## src/rtl/sc_et_capture_if.sv

```systemverilog
// ---------------------------------------------------------------------------
// sc_et_capture_if
// Result bus of the early-termination capture stage.
//
// Handshake: the master raises out_valid with ones/len/est; these stay
// stable until a cycle where out_valid && out_ready, which is the transfer.
// out_valid never drops without a transfer.
//
// Signals:
//   out_valid  master->slave  result available
//   out_ready  slave->master  consumer accepts result
//   ones       master->slave  CNT_WIDTH+1 bits, number of 1 bits captured
//   len        master->slave  CNT_WIDTH+1 bits, number of valid bits captured
//   est        master->slave  CNT_WIDTH bits, normalised estimate
// ---------------------------------------------------------------------------
interface sc_et_capture_if #(
  parameter int CNT_WIDTH = 8
);
  logic                 out_valid;
  logic                 out_ready;
  logic [CNT_WIDTH:0]   ones;
  logic [CNT_WIDTH:0]   len;
  logic [CNT_WIDTH-1:0] est;

  modport master (
    output out_valid, ones, len, est,
    input  out_ready
  );

  modport slave (
    input  out_valid, ones, len, est,
    output out_ready
  );
endinterface

```

## src/rtl/sc_et_capture.sv

```systemverilog
// ---------------------------------------------------------------------------
// sc_et_capture
// Counts ones in a stochastic bitstream until the upstream early-termination
// stage raises done_in, or until 2^CNT_WIDTH valid bits have been consumed,
// then presents the ones count and the consumed length on a valid/ready bus.
//
// Optional feature (macro SC_ET_NORM_EN): after termination a restoring
// shift-subtract divider runs for CNT_WIDTH+1 cycles and produces
// est = min(floor(ones * 2^CNT_WIDTH / len), 2^CNT_WIDTH-1), with est=0 for
// len==0. Without the macro there is no DIV state and est is tied to 0.
//
// Ports:
//   clk, rst_n   clock, asynchronous active-low reset
//   start        begin a capture (IDLE, or HOLD on a transfer cycle)
//   bit_in       SC bitstream bit
//   bit_valid    bit_in valid this cycle
//   done_in      early-termination flag, only looked at in RUN
//   busy         high in RUN and DIV
//   state_dbg    current FSM state (IDLE=0, RUN=1, DIV=2, HOLD=3)
//   res          result bus (master side), see sc_et_capture_if
// ---------------------------------------------------------------------------
module sc_et_capture #(
  parameter int CNT_WIDTH = 8
) (
  input  logic               clk,
  input  logic               rst_n,
  input  logic               start,
  input  logic               bit_in,
  input  logic               bit_valid,
  input  logic               done_in,
  output logic               busy,
  output logic [1:0]         state_dbg,
  sc_et_capture_if.master    res
);

  typedef enum logic [1:0] {
    IDLE = 2'd0,
    RUN  = 2'd1,
    DIV  = 2'd2,
    HOLD = 2'd3
  } state_t;

  localparam logic [CNT_WIDTH:0] LEN_MAX = {1'b1, {CNT_WIDTH{1'b0}}};

  state_t             state;
  logic [CNT_WIDTH:0] ones_cnt;
  logic [CNT_WIDTH:0] len_cnt;
  logic [CNT_WIDTH:0] ones_nxt;
  logic [CNT_WIDTH:0] len_nxt;
  logic               out_valid_q;
  logic               term;

  // Post-increment counts; the terminating bit is included in the result.
  always_comb begin
    len_nxt  = len_cnt + {{CNT_WIDTH{1'b0}}, bit_valid};
    ones_nxt = ones_cnt + {{CNT_WIDTH{1'b0}}, bit_valid & bit_in};
    term     = done_in | (len_nxt == LEN_MAX);
  end

`ifdef SC_ET_NORM_EN
  localparam int DCW = $clog2(CNT_WIDTH + 2);

  // rem holds the running partial remainder of ones*2^CNT_WIDTH; starting it
  // at ones makes the first step decide quotient bit CNT_WIDTH (ones >= len).
  logic [CNT_WIDTH+1:0] rem;
  logic [CNT_WIDTH+1:0] rem_sub;
  logic [CNT_WIDTH-1:0] quo;
  logic [CNT_WIDTH:0]   quo_nxt;
  logic [DCW-1:0]       div_cnt;
  logic [CNT_WIDTH-1:0] est_q;
  logic [CNT_WIDTH-1:0] est_nxt;
  logic                 ge;

  always_comb begin
    ge      = (rem >= {1'b0, len_cnt});
    rem_sub = ge ? (rem - {1'b0, len_cnt}) : rem;
    quo_nxt = {quo, ge};
    // Quotient is at most 2^CNT_WIDTH (ones==len); saturate that case.
    if (len_cnt == '0)
      est_nxt = '0;
    else if (quo_nxt[CNT_WIDTH])
      est_nxt = '1;
    else
      est_nxt = quo_nxt[CNT_WIDTH-1:0];
  end

  assign res.est = est_q;
`else
  assign res.est = '0;
`endif

  assign res.out_valid = out_valid_q;
  assign res.ones      = ones_cnt;
  assign res.len       = len_cnt;
  assign state_dbg     = state;

  always_ff @(posedge clk or negedge rst_n) begin
    if (!rst_n) begin
      state       <= IDLE;
      ones_cnt    <= '0;
      len_cnt     <= '0;
      out_valid_q <= 1'b0;
      busy        <= 1'b0;
`ifdef SC_ET_NORM_EN
      rem         <= '0;
      quo         <= '0;
      div_cnt     <= '0;
      est_q       <= '0;
`endif
    end else begin
      case (state)
        IDLE: begin
          if (start) begin
            state    <= RUN;
            ones_cnt <= '0;
            len_cnt  <= '0;
            busy     <= 1'b1;
          end
        end

        RUN: begin
          ones_cnt <= ones_nxt;
          len_cnt  <= len_nxt;
          if (term) begin
`ifdef SC_ET_NORM_EN
            state   <= DIV;
            rem     <= {1'b0, ones_nxt};
            quo     <= '0;
            div_cnt <= '0;
`else
            state       <= HOLD;
            out_valid_q <= 1'b1;
            busy        <= 1'b0;
`endif
          end
        end

`ifdef SC_ET_NORM_EN
        DIV: begin
          rem     <= rem_sub << 1;
          quo     <= quo_nxt[CNT_WIDTH-1:0];
          div_cnt <= div_cnt + DCW'(1);
          if (div_cnt == DCW'(CNT_WIDTH)) begin
            state       <= HOLD;
            out_valid_q <= 1'b1;
            busy        <= 1'b0;
            est_q       <= est_nxt;
          end
        end
`endif

        HOLD: begin
          // out_valid is high throughout HOLD, so out_ready alone is a transfer.
          if (res.out_ready) begin
            out_valid_q <= 1'b0;
            if (start) begin
              state    <= RUN;
              ones_cnt <= '0;
              len_cnt  <= '0;
              busy     <= 1'b1;
            end else begin
              state <= IDLE;
            end
          end
        end

        default: state <= IDLE;
      endcase
    end
  end

endmodule

```

## src/flat_wrapper.sv

```systemverilog
// flat-port wrapper written by rule: the top's interface ports become plain ports
module sc_et_capture_flat 
#(
  parameter int CNT_WIDTH = 8
)
  (clk, rst_n, start, bit_in, bit_valid, done_in, busy, state_dbg, res_out_valid, res_ones, res_len, res_est, res_out_ready);
  sc_et_capture_if #(.CNT_WIDTH(CNT_WIDTH)) res_i ();
  input  logic clk;
  input  logic rst_n;
  input  logic start;
  input  logic bit_in;
  input  logic bit_valid;
  input  logic done_in;
  output logic busy;
  output logic [1:0] state_dbg;
  output wire logic [$bits(res_i.out_valid)-1:0] res_out_valid;
  output wire logic [$bits(res_i.ones)-1:0] res_ones;
  output wire logic [$bits(res_i.len)-1:0] res_len;
  output wire logic [$bits(res_i.est)-1:0] res_est;
  input wire logic [$bits(res_i.out_ready)-1:0] res_out_ready;
  assign res_out_valid = res_i.out_valid;
  assign res_ones = res_i.ones;
  assign res_len = res_i.len;
  assign res_est = res_i.est;
  assign res_i.out_ready = res_out_ready;
  sc_et_capture #(.CNT_WIDTH(CNT_WIDTH)) u_core (.clk(clk), .rst_n(rst_n), .start(start), .bit_in(bit_in), .bit_valid(bit_valid), .done_in(done_in), .busy(busy), .state_dbg(state_dbg), .res(res_i));
endmodule
```

## config.mk

```make
export PLATFORM = sky130hd
export DESIGN_NAME = sc_et_capture_flat
export DESIGN_NICKNAME = d
export VERILOG_FILES = /design/src/rtl/sc_et_capture_if.sv /design/src/rtl/sc_et_capture.sv /design/src/flat_wrapper.sv
export SDC_FILE = /design/constraint.sdc
export NUM_CORES = 1
export LEC_CHECK = 0
export CORE_MARGIN = 4
export CORE_UTILIZATION = 47
export CTS_BUF_LIST = sky130_fd_sc_hd__clkbuf_4 sky130_fd_sc_hd__clkbuf_8 sky130_fd_sc_hd__clkbuf_16
export CTS_CLUSTER_DIAMETER = 120
export CTS_CLUSTER_SIZE = 40
export DETAILED_ROUTE_END_ITERATION = 10
export GPL_TIMING_DRIVEN = 0
export PLACE_DENSITY = 0.79
export SLEW_MARGIN = 20
export SYNTH_ARGS = -nofsm -noshare
export SYNTH_HDL_FRONTEND = slang
export SYNTH_SLANG_ARGS = --single-unit
```

## constraint.sdc

```tcl
create_clock -name clk -period 2.5 [get_ports clk]
set_input_delay 0.75 -clock clk [delete_from_list [all_inputs] [get_ports clk]]
set_output_delay 0.75 -clock clk [all_outputs]
set_load 0.05 [all_outputs]
```

==> results.toml, run 1 <==
[routing]
post_drt_wl_per_cell_um = 14.0
vias_per_cell = 5.44
wl_um = 3010
vias = 1174
dr.pass1.iters = 4
drtIter0Drc = 20
ant_nets = 0
drc = 0

[floorplanning]
die_area_sq_um = 3720
core.rowCount = 18
ios = 37
die_h_um = 61.0
die_w_um = 61.0
initial_utilization_pct = 51.4
core_sq_um = 2570

[synth]
seq_area_frac_synth_pct = 41.7
ys_types = 42
syn_avg_cell_area_sq_um = 8.97
syn_inst = 147
yosysWarnings = 0
synth.top_cell.area_share_pct = 41.7
ys_ff_latch = 22
synth_flop_cell = "dfrtp_1"
synth_edf_count = 0
syn_area_sq_um = 1320
synth_area_leaders = "dfrtp_1, o21ai_0, xnor2_1, buf_4, nand2_1"
async_flop_share_pct = 100
yosysTopAreaCell = "dfrtp_1"

[place]
io_buffers = 28
dp_cells = 212
routabilityCongestion = 0.812
dp_hpwl_um = 2200

[cells_and_area]
finish.net_count = 198
layout_commonest_cell = "clkdlybuf4s50_1"
layout_common_cells = "clkdlybuf4s50_1, dfrtp_1, nand2_1, o21ai_0, nor2_1"
area_delta_synth_final_pct = 28.8
layout-drive-gt1-share_pct = 12.9
instances_no_fill = 216
diodes = 0
n_fill_cell = 231

[worst_setup_path]
critPathKind = "register to output pin"
r2r_cells = 7
cp_max_fo = 9
path_buf_inv = 1
crit_chain = "clkdlybuf4s50_1"
r2r-end = "u_core.busy"
critPathSlowestCell = "clkdlybuf4s50_1"
cpLargestDelayFamily = "buffers and inverters"
timing.rr.start = "u_core.res.len[0]"
cp-end-kind = "output pin"
slowest_delay_ns = 0.85
cp.required_ns = 1.75
arrival_ns = 1.67
reg2reg_slack_ns = 0.55
setup.worst_path.start_class = "register"

[power_and_ir_drop]
p_leak_uw = 0.000772
irDropWorstVdd_v = 0.000855
powerDensity_nw_per_um2 = 916

[clock_network]
cts_resized = 0
cts_tree = "yes"
clk_path_buf_depth = 2
clk_pin_slew_worst_paths_ns = 0.13
clk_latency_ns = 0.32
cts_sinks = 22
post-cts-setup-buffers = 0
root_buffer = "clkbuf_4"
htree_num_levels = 1
cts_inserted_buffers = 3
cts-hold-fix-buffers = 0

[timing]
post-route-period-util_pct = 96.7
slew_headroom_pct = 66.1
slew_viol_final = 0
hold_viol_final = 0
tightestPinTransition_ns = 0.507
setup_viol = 0
whs_ns = 0.375
fin_skew_ns = 0.00204
rsz0062_at_grt = "no"
period_needed_ns = 2.42
fmax_ghz = 0.414

[global_routing]
grt_overflow = 0
grt_pass1_vias = 1140
grt_pass1_wl_um = 5000
antenna_found_initial = 0
grt_max_degree = 23
track_usage_pct = 17.8

[status]
status = "finished, final reports clean"

[flow_run]
drv_cap = 0

[hold_path]
hold_class = "primary input to asynchronous set/reset pin"
[synth_stat cells (4+ instances only)]
cell type,count
nor3_1,4
xnor2_1,7
ha_1,4
a21oi_1,4
nand2_1,16
o21ai_0,16
dfrtp_1,22
nor2_1,14
buf_4,8
[flip-flops by register name, summed over array words and instances (netlist names)]
signal                cells
u_core.res.len            9
u_core.res.ones           9
u_core.state_dbg          2
u_core.busy               1
u_core.res.out_valid      1
[logic make-up (layout without fill, tap and decap cells)]
kind of cell / count (synthesis) / after routing / synth area share (%)
AOI/OAI and AO/OA: 37 / 37 / 18.5
buffers and inverters: 18 / 50 / 8.25
adders and majority gates: 4 / 4 / 3.80
xor gates and xnor gates: 9 / 9 / 5.98
other: 1 / 8 / 0.284
and+or+nand+nor: 56 / 56 / 21.4
DFF: 22 / 22 / 41.7
[worst max path at each step]
stage	start	endpoint	depth (start not counted)
after floorplan	bit_valid	u_core.busy	7
after detailed placement	bit_valid	u_core.busy	8
after CTS	u_core.state_dbg[1]	state_dbg[1]	1
final	u_core.res.len[5]	res_len[5]	1
after global placement	bit_valid	u_core.busy	8
after global routing	u_core.res.len[5]	res_len[5]	1
[final cells by class]
class / instances / area [sq um] / share of cell area (%)
inverter: 2 / 7.51 / 0.442
sequential: 22 / 551 / 32.4
buffer: 16 / 101 / 5.96
tap: 30 / 37.5 / 2.21
multi-input combinational: 114 / 688 / 40.5
timing repair buffer: 28 / 278 / 16.3
clock buffer: 4 / 36.3 / 2.14
[metal layers]
metal	share of wire [%]	vias to the layer above	track usage, %
met1	45	547	22.5
met4	2.5	0	8.05
met3	4.7	11	3.40
li1	-	577	-
met2	48	39	29.5
met5	0	-	0
[per-stage QoR]
| stage | instance area (sq um) | setup TNS, ns | setup WS (ns) | utilization [%] | total power [uW] |
|---|---|---|---|---|---|
| finish | 1700 | 0 | 0.0820 | 66.2 | 1560 |
| global route | 1700 | 0 | 0.00800 | 66.2 | 1650 |
| CTS | 1700 | 0 | 0.0473 | 66.2 | 1560 |
| detailed placement | 1660 | -0.674 | -0.275 | 64.8 | 1350 |
| global placement | 1660 | -0.623 | -0.272 | 64.8 | 1320 |
| floorplan | 1350 | 0 | 0.329 | - | 1090 |
[power breakdown]
group | internal (uW) | switching [uW]
Combinational | 286 | 560
Sequential | 421 | 80.5
Clock | 89.1 | 119
Total | 796 | 760
Note: power is estimated with default switching activity, not from simulation.
==> inputs of run 2 (changes only) <==
Settings changed: CORE_MARGIN 4 to unset, SLEW_MARGIN 20 to unset.
==> run 2 against run 1 <==
Effect of this change:
- first-iteration DRC count is 35% lower
- via count shrank 1.2%
- worst setup slack worse by 0.014 ns
- utilization increased by 0.83 points
- sequential power is essentially flat
- die area down 19%
- global-route usage up 3.8 points
- critical path type unchanged
- critical endpoint unchanged
- largest cell class unchanged
- largest power group unchanged
==> results.toml, run 2 (synthesis gave the netlist of run 1 again) <==
[status]
status = "finished, final reports clean"

[global_routing]
grt_overflow = 0
track_usage_pct = 21.6
grt_pass1_vias = 1030
antenna_found_initial = 0
grt_max_degree = 23
grt_pass1_wl_um = 4570

[cells_and_area]
area_delta_synth_final_pct = 30.5
finish.net_count = 198
layout-drive-gt1-share_pct = 11.8
diodes = 0
instances_no_fill = 216
layout_commonest_cell = "clkdlybuf4s50_1"
n_fill_cell = 217
layout_common_cells = "clkdlybuf4s50_1, dfrtp_1, nand2_1, o21ai_0, nor2_1"

[timing]
fmax_ghz = 0.411
tightestPinTransition_ns = 1.00
post-route-period-util_pct = 97.3
hold_viol_final = 0
period_needed_ns = 2.43
fin_skew_ns = 0.0132
rsz0062_at_grt = "no"
whs_ns = 0.539
setup_viol = 0
finalWorstSetupSlack_ns = 0.0678
slew_headroom_pct = 33.1
slew_viol_final = 0

[worst_setup_path]
cp-end-kind = "output pin"
critPathSlowestCell = "clkdlybuf4s50_1"
cp.depth = 1
endpoint = "res_len[5]"
cp_max_fo = 9
timing.rr.start = "u_core.res.len[0]"
cpLargestDelayFamily = "buffers and inverters"
cp-startpoint = "u_core.res.len[5]"
r2r-end = "u_core.busy"
crit_chain = "clkdlybuf4s50_1"
slowest_delay_ns = 0.85
critPathKind = "register to output pin"
path_buf_inv = 1
reg2reg_slack_ns = 0.49
setup.worst_path.start_class = "register"
r2r_cells = 7
arrival_ns = 1.68
cp.required_ns = 1.75

[place]
routabilityCongestion = 0.806
dp_hpwl_um = 2080
dp_cells = 212
pre_cts_slack_ns = -0.279
io_buffers = 28

[routing]
post_drt_wl_per_cell_um = 13.7
vias_per_cell = 5.37
wl_met3_um = 150
dr.pass1.iters = 4
wl_um = 2970
ant_nets = 0
drt-met1-wl_um = 1300
met2_length_um = 1490
vias = 1160
dr.max_layer_used = "met4"
drtIter0Drc = 13
drc = 0

[floorplanning]
initial_utilization_pct = 51.4
die_w_um = 55.0
die_h_um = 55.0
die_area_sq_um = 3020
ios = 37
core_sq_um = 2570
core.rowCount = 18

[clock_network]
htree_num_levels = 1
cts_sinks = 22
post-cts-setup-buffers = 0
root_buffer = "clkbuf_4"
cts_inserted_buffers = 3
clk_path_buf_depth = 2
clk_pin_slew_worst_paths_ns = 0.14
clk_latency_ns = 0.33
cts_tree = "yes"

[power_and_ir_drop]
p_leak_uw = 0.000797
irDropWorstVdd_v = 0.000842
powerDensity_nw_per_um2 = 936

[hold_path]
min_from = "u_core.busy"
hold_class = "register to register"

[flow_run]
drv_cap = 0
[run 2: cell count changes in the layout (fill, tap and decap cells not counted), sizes merged]
cell	before	now
buf	14	13
bufinv	0	1
clkbuf	7	6
dlymetal6s2s	1	2
[run 2: worst min path at each step]
stage | end | slack, ns | cells after the start
2_1_floorplan | u_core.busy | 0.45 | 0
6_report | u_core.busy | 0.54 | 1
3_3_place_gp | u_core.busy | 0.51 | 1
5_1_grt | u_core.busy | 0.57 | 1
4_1_cts | u_core.busy | 0.55 | 1
3_5_place_dp | u_core.busy | 0.51 | 1
[run 2: timing repair]
item | 4_1_cts | 5_1_grt
gates resized for setup | 0 | 2
endpoints found under the setup margin | 0 | 2
hold buffers | 0 | 0
[run 2: final cells by class]
type,instances,area [sq um],share of cell area [%]
multi-input cells,114,686,39.9
flip-flops and latches,22,551,32.0
repair buffers,28,285,16.6
plain buffers,16,101,5.89
well taps,30,37.5,2.18
clock inverters,1,30.0,1.75
clock buffers,3,22.5,1.31
inverters,2,7.51,0.436
[run 2: where the power goes]
| part | internal (uW) | switching (uW) |
|---|---|---|
| sequential | 421 | 76.7 |
| clock | 162 | 120 |
| combinational | 286 | 545 |
| total | 869 | 742 |
[run 2: metal layers]
layer / GRT usage [%] / up-vias
li1: - / 575
met1: 25.8 / 548
met2: 38.8 / 34
met3: 5.74 / 3
met4: 4.17 / 0
met5: 0 / -
[run 2: stage by stage]
stage,setup TNS [ns],area (sq um),utilization (%),total power [uW]
2_1_floorplan,0,1350,-,1090
3_3_place_gp,-0.528,1660,64.8,1320
3_5_place_dp,-0.655,1660,64.8,1340
4_1_cts,0,1720,66.8,1620
5_1_grt,0,1720,67.0,1700
6_report,0,1720,67.0,1610
